### config.mk
export PLATFORM = sky130hd
export DESIGN_NAME = hazard_fwd_unit
export DESIGN_NICKNAME = d
export VERILOG_FILES = /design/src/rtl/hazard_fwd_unit_pkg.sv /design/src/rtl/hazard_fwd_unit_fwd_sel.sv /design/src/rtl/hazard_fwd_unit.sv
export SDC_FILE = /design/constraint.sdc
export NUM_CORES = 1
export LEC_CHECK = 0
export BUFFER_PORTS_ARGS = -buffer_cell sky130_fd_sc_hd__buf_2
export CAP_MARGIN = 20
export CORE_MARGIN = 5
export CORE_UTILIZATION = 45
export DETAILED_ROUTE_END_ITERATION = 16
export GPL_TIMING_DRIVEN = 0
export PLACE_DENSITY = 0.74
export SYNTH_ARGS = -nofsm -noshare
export SYNTH_HDL_FRONTEND = slang
export SYNTH_HIERARCHICAL = 1
export SYNTH_SLANG_ARGS = --single-unit
### constraint.sdc
create_clock -name clk -period 3.93 [get_ports clk]
set_clock_uncertainty 0.2 [all_clocks]
set_input_delay 0.786 -clock clk [delete_from_list [all_inputs] [get_ports clk]]
set_output_delay 0.786 -clock clk [all_outputs]
set_load 0.02 [all_outputs]
### src/rtl/hazard_fwd_unit_pkg.sv
// Shared constants for the pipeline hazard / forwarding unit.
package hazard_fwd_unit_pkg;

  localparam int unsigned ASIZE_DEF   = 4;
  localparam int unsigned CNT_W_DEF   = 16;

  // EXE operand source select encoding
  localparam int unsigned FWD_W       = 2;
  localparam logic [FWD_W-1:0] FWD_RF   = 2'd0;
  localparam logic [FWD_W-1:0] FWD_EXDM = 2'd1;
  localparam logic [FWD_W-1:0] FWD_WB   = 2'd2;

  // Tag record layout: {v, wen, waddr, memread} in ID_EXE, {v, wen, waddr} further down
  localparam int unsigned TAG_CTRL_W  = 3;
  localparam int unsigned WTAG_CTRL_W = 2;

  function automatic int unsigned tag_w(input int unsigned asize);
    return asize + TAG_CTRL_W;
  endfunction

  function automatic int unsigned wtag_w(input int unsigned asize);
    return asize + WTAG_CTRL_W;
  endfunction

endpackage

### src/rtl/hazard_fwd_unit_fwd_sel.sv
// Per-source producer match and youngest-first forward priority.
module hazard_fwd_unit_fwd_sel
  import hazard_fwd_unit_pkg::*;
#(
  parameter int unsigned ASIZE    = ASIZE_DEF,
  parameter int unsigned ZERO_REG = 1
) (
  input  logic             use_src,
  input  logic [ASIZE-1:0] raddr,
  input  logic             t1_v,
  input  logic             t1_wen,
  input  logic [ASIZE-1:0] t1_waddr,
  input  logic             t2_v,
  input  logic             t2_wen,
  input  logic [ASIZE-1:0] t2_waddr,
  input  logic             t3_v,
  input  logic             t3_wen,
  input  logic [ASIZE-1:0] t3_waddr,
  output logic [FWD_W-1:0] sel_c,
  output logic             t1_hit_c,
  output logic             byp_c
);

  // Register 0 never matches when it is hardwired
  function automatic logic tag_hit(input logic v, input logic wen,
                                   input logic [ASIZE-1:0] waddr,
                                   input logic [ASIZE-1:0] r);
    return v && wen && (waddr == r) && ((ZERO_REG == 0) || (r != '0));
  endfunction

  logic t2_hit_c;

  // Match each stage, then pick the youngest producer
  always_comb begin
    t1_hit_c = use_src && tag_hit(t1_v, t1_wen, t1_waddr, raddr);
    t2_hit_c = use_src && tag_hit(t2_v, t2_wen, t2_waddr, raddr);
    byp_c    = use_src && tag_hit(t3_v, t3_wen, t3_waddr, raddr);
    sel_c    = FWD_RF;
    if (t1_hit_c) begin
      sel_c = FWD_EXDM;
    end else if (t2_hit_c) begin
      sel_c = FWD_WB;
    end
  end

endmodule

### src/rtl/hazard_fwd_unit.sv
// Pipeline hazard unit: destination scoreboard, forward selects, stall/flush control.
module hazard_fwd_unit
  import hazard_fwd_unit_pkg::*;
#(
  parameter int unsigned ASIZE    = ASIZE_DEF,
  parameter int unsigned ZERO_REG = 1,
  parameter int unsigned CNT_W    = CNT_W_DEF
) (
  input  logic             clk,
  input  logic             rst,
  input  logic             ext_stall,
  input  logic             id_valid,
  input  logic [ASIZE-1:0] id_raddr1,
  input  logic [ASIZE-1:0] id_raddr2,
  input  logic             id_use1,
  input  logic             id_use2,
  input  logic             id_wen,
  input  logic [ASIZE-1:0] id_waddr,
  input  logic             id_memread,
  input  logic             exe_taken,
  output logic             pc_hold,
  output logic             flush_if,
  output logic             bubble_id,
  output logic [FWD_W-1:0] fwd_a,
  output logic [FWD_W-1:0] fwd_b,
  output logic             id_byp1,
  output logic             id_byp2,
  output logic [CNT_W-1:0] stall_cnt,
  output logic [CNT_W-1:0] flush_cnt
);

  localparam int unsigned TAG_W  = tag_w(ASIZE);
  localparam int unsigned WTAG_W = wtag_w(ASIZE);

  typedef struct packed {
    logic             v;
    logic             wen;
    logic [ASIZE-1:0] waddr;
    logic             memread;
  } tag_t;

  // The load flag only matters while the producer sits in ID_EXE
  typedef struct packed {
    logic             v;
    logic             wen;
    logic [ASIZE-1:0] waddr;
  } wtag_t;

  localparam tag_t             TAG_NONE  = tag_t'({TAG_W{1'b0}});
  localparam wtag_t            WTAG_NONE = wtag_t'({WTAG_W{1'b0}});
  localparam logic [CNT_W-1:0] CNT_MAX   = '1;

  tag_t             t1;
  wtag_t            t2;
  wtag_t            t3;
  tag_t             id_tag;
  logic [FWD_W-1:0] sel_a_c;
  logic [FWD_W-1:0] sel_b_c;
  logic             hit1_c;
  logic             hit2_c;
  logic             luse_c;
  logic             stall_evt_c;
  logic             take_evt_c;

  hazard_fwd_unit_fwd_sel #(.ASIZE(ASIZE), .ZERO_REG(ZERO_REG)) u_sel_a (
    .use_src  (id_use1),
    .raddr    (id_raddr1),
    .t1_v     (t1.v),
    .t1_wen   (t1.wen),
    .t1_waddr (t1.waddr),
    .t2_v     (t2.v),
    .t2_wen   (t2.wen),
    .t2_waddr (t2.waddr),
    .t3_v     (t3.v),
    .t3_wen   (t3.wen),
    .t3_waddr (t3.waddr),
    .sel_c    (sel_a_c),
    .t1_hit_c (hit1_c),
    .byp_c    (id_byp1)
  );

  hazard_fwd_unit_fwd_sel #(.ASIZE(ASIZE), .ZERO_REG(ZERO_REG)) u_sel_b (
    .use_src  (id_use2),
    .raddr    (id_raddr2),
    .t1_v     (t1.v),
    .t1_wen   (t1.wen),
    .t1_waddr (t1.waddr),
    .t2_v     (t2.v),
    .t2_wen   (t2.wen),
    .t2_waddr (t2.waddr),
    .t3_v     (t3.v),
    .t3_wen   (t3.wen),
    .t3_waddr (t3.waddr),
    .sel_c    (sel_b_c),
    .t1_hit_c (hit2_c),
    .byp_c    (id_byp2)
  );

  // Hazard decisions; a taken branch overrides load-use, a freeze overrides both
  always_comb begin
    luse_c         = id_valid && (hit1_c || hit2_c) && t1.memread;
    take_evt_c     = exe_taken && !ext_stall;
    stall_evt_c    = luse_c && !exe_taken && !ext_stall;
    pc_hold        = ext_stall || stall_evt_c;
    flush_if       = take_evt_c;
    bubble_id      = take_evt_c || stall_evt_c;
    id_tag         = TAG_NONE;
    id_tag.v       = id_valid && !exe_taken && !luse_c;
    id_tag.wen     = id_wen;
    id_tag.waddr   = id_waddr;
    id_tag.memread = id_memread;
  end

  // Advance scoreboard, forward selects and event counters unless frozen
  always_ff @(posedge clk or negedge rst) begin
    if (!rst) begin
      t1        <= TAG_NONE;
      t2        <= WTAG_NONE;
      t3        <= WTAG_NONE;
      fwd_a     <= FWD_RF;
      fwd_b     <= FWD_RF;
      stall_cnt <= '0;
      flush_cnt <= '0;
    end else if (!ext_stall) begin
      t3       <= t2;
      t2.v     <= t1.v;
      t2.wen   <= t1.wen;
      t2.waddr <= t1.waddr;
      t1       <= id_tag;
      fwd_a    <= id_tag.v ? sel_a_c : FWD_RF;
      fwd_b    <= id_tag.v ? sel_b_c : FWD_RF;
      if (stall_evt_c && (stall_cnt != CNT_MAX)) begin
        stall_cnt <= stall_cnt + CNT_W'(1);
      end
      if (take_evt_c && (flush_cnt != CNT_MAX)) begin
        flush_cnt <= flush_cnt + CNT_W'(1);
      end
    end
  end

endmodule

==> impl_metrics.toml <==
[clock_tree]
htreeDepth = 2
cts_hold_buf = 0
cts_made_buffers = 5
post_cts_resized = 0
cts_tree = "yes"
clock_latency_ps = 310
cts_root_buf = "clkbuf_8"
cts_max_path_buffers = 2
path_clk_slew_ps = 100
cts.sinks = 55
postCtsSetupRepairBufs = 0

[sta]
min_period_ps = 3603
fmax_ghz = 0.2775
finalSetupTns_ps = 0
final_max_slew_viol_count = 0
timing.final.hold_violations = 0
worst_pin_slew_ps = 588.1
timing.slew.headroom_pct = 60.79
setup_viol = 0
fin_crit_sh_pct = 91.68
grt_setup_unrepaired = "no"
whs_ps = 217.6

[detailed_routing]
antenna_left = 0
via_count = 2105
drc = 0
viasPerCell = 5.397
routed_wl_mm = 6.108
firstDrtPassIters = 4
drt_iter0_drc = 40
post_drt_wl_per_cell_um = 15.66

[power]
power.density_nw_per_um2 = 390.5
p_seq_share_pct = 53.8
p_sw_share_pct = 30.10
fin_total_pwr_uw = 1294
internal_power_uw = 904.6
p_clk_share_pct = 26.4
combPwrFrac_pct = 19.8
p_leak_uw = 0.001610
p_sw_uw = 389.5
ir_drop_v = 0.0001613

[placement]
dpl_cell_area_sq_um = 3199
dp_hpwl_mm = 4.572
gp_congestion = 0.8481
portBuffers = 60

[logic_synthesis]
muxShareOfSynthArea_pct = 8.086
synth_top_family_by_area = "simple AND/OR/NAND/NOR gates"
syn_nets = 269
yosysSeqAreaShare_pct = 49.42
synthAdderAreaFrac_pct = 0.8985
syn-cell-area_sq_um = 2785
ys_async_sr_fraction_pct = 100.0
synth_top_area_share_pct = 49.42
synthTopCellsByArea = "dfrtp_1 (49%), xnor2_1 (9.1%), mux2_2 (8.1%)"
syn_inst = 246
yosysTopAreaCell = "dfrtp_1"
synth-xor-area-share_pct = 16.67
yosys_most_used_dff = "dfrtp_1"
synth_compound_area_share_pct = 3.953
ys_types = 36
synth_area_per_cell_sq_um = 11.32
synth.ff_latch_count = 55
synth_edf_count = 0
yosys_warnings = 6
synthSimpleGateAreaFrac_pct = 18.96

[cells_and_area]
fin_area_sq_um = 3314
drive_gt1_share_pct = 32.06
syn_to_final_growth_pct = 19.00
diodes = 0
layout.nets = 337
final_util_pct = 55.65

[worst_hold_path]
holdCritPathClass = "primary input to asynchronous set/reset pin"

[critical_path]
crit_path_max_fanout = 10
worstReg2RegStart = "t1[3]"
crit_required_ps = 2940
start_kind = "primary input"
crit_start = "id_raddr2[1]"
crit_path_end_kind = "primary output"
crit_type = "primary input to primary output"
critPathArrivalTime_ps = 2620

[grt]
antenna_found_initial = 0
grt-ovfl-total = 0
grt_start_max_net_pins = 37
grt_pass1_vias = 2120
grt_util_all_layers_pct = 16.55
grt_first_pass_wirelength_mm = 10.21

[die]
dieArea_sq_um = 7862
num_rows = 28
die_h_um = 88.67
start_util_pct = 46.76
ios = 62
die_w_um = 88.67
core_sq_um = 5956

[job]
cap_violations = 0

[outcome]
outcome = "finished, final reports clean"
## final cells by class
class,instances,area (sq um)
plain buffers,8,48.80
clock buffers,8,100.1
fillers,523,2641
inverters,2,7.507
multi-input cells,181,1368
flip-flops and latches,55,1376
well taps,75,93.84
repair buffers,61,320.3
## cell usage after synthesis (4+ instances only)
library cell,count
nor2_1,8
nor3_1,10
dfrtp_1,55
xor2_1,24
a22o_1,4
nor4_1,11
xnor2_1,29
nand3_1,17
nand2_1,13
nand4_1,12
and3_1,5
mux2_2,20
## sequential cells by signal (all words and copies together), names as in the netlist
name,cells
stall_cnt,16
t1,7
t2,6
flush_cnt,16
t3,6
fwd_a,2
fwd_b,2
## worst paths after layout
kind	endpoint	slack (ps)	cells after the start
max in group asynchronous	flush_cnt[14]	2750	2
min in group clk	stall_cnt[15]	300	1
setup reg to reg	stall_cnt[14]	1340	9
hold reg to reg	stall_cnt[15]	300	1
hold / removal	t3[4]	220	1
setup / recovery	bubble_id	330	8
## cell usage in the layout (no fill, tap or decap), types with 2 or more instances in the layout
cell,instances
buf_2,63
dfrtp_1,55
xnor2_1,29
xor2_1,24
mux2_2,20
nand3_1,17
nand2_1,13
nand4_1,12
nor4_1,11
nor3_1,10
nor2_1,8
clkbuf_8,7
and3_1,5
a22o_1,4
clkbuf_1,3
nor3b_1,3
and2_1,3
inv_1,2
nand3b_1,2
a31oi_1,2
ha_1,2
o41ai_2,2
nor4b_2,2
buf_4,2
## power by group through the flow
stage                     Clock (uW)  Combinational, uW  Sequential [uW]
after global routing             371                283              706
after global placement             0                249              705
after floorplan                    0                135              731
after CTS                        352                258              697
after detailed placement           0                258              707
final                            342                256              696
## metrics by stage
step / instances / worst slack, ps
final: 390 / 326.9
after detailed placement: 382 / 73.98
after floorplan: 246 / 773.1
after CTS: 390 / 58.66
after global routing: 390 / 134.0
after global placement: 381 / 96.71
## routing by layer
metal | track usage (%) | routed length, um
met5 | 0 | 0
met3 | 4.004 | 309
met2 | 25.71 | 2951
met4 | 5.220 | 39
met1 | 22.85 | 2807
## critical path, stage by stage
cell and delay (ps):
buf_2 140, o41ai_2 520, nor2_1 140, o21a_1 230
nand2_1 230, buf_2 290, nand2_1 90, buf_2 170
## logic make-up after synthesis
kind of cell | after synthesis
AO/OA/AOI/OAI | 14
buffers and inverters | 10
flip-flops | 55
AND/OR/NAND/NOR | 92
XOR/XNOR | 53
adder cells (fa/ha/maj) | 2
multiplexers | 20
Note: power is estimated with default switching activity, not from simulation.
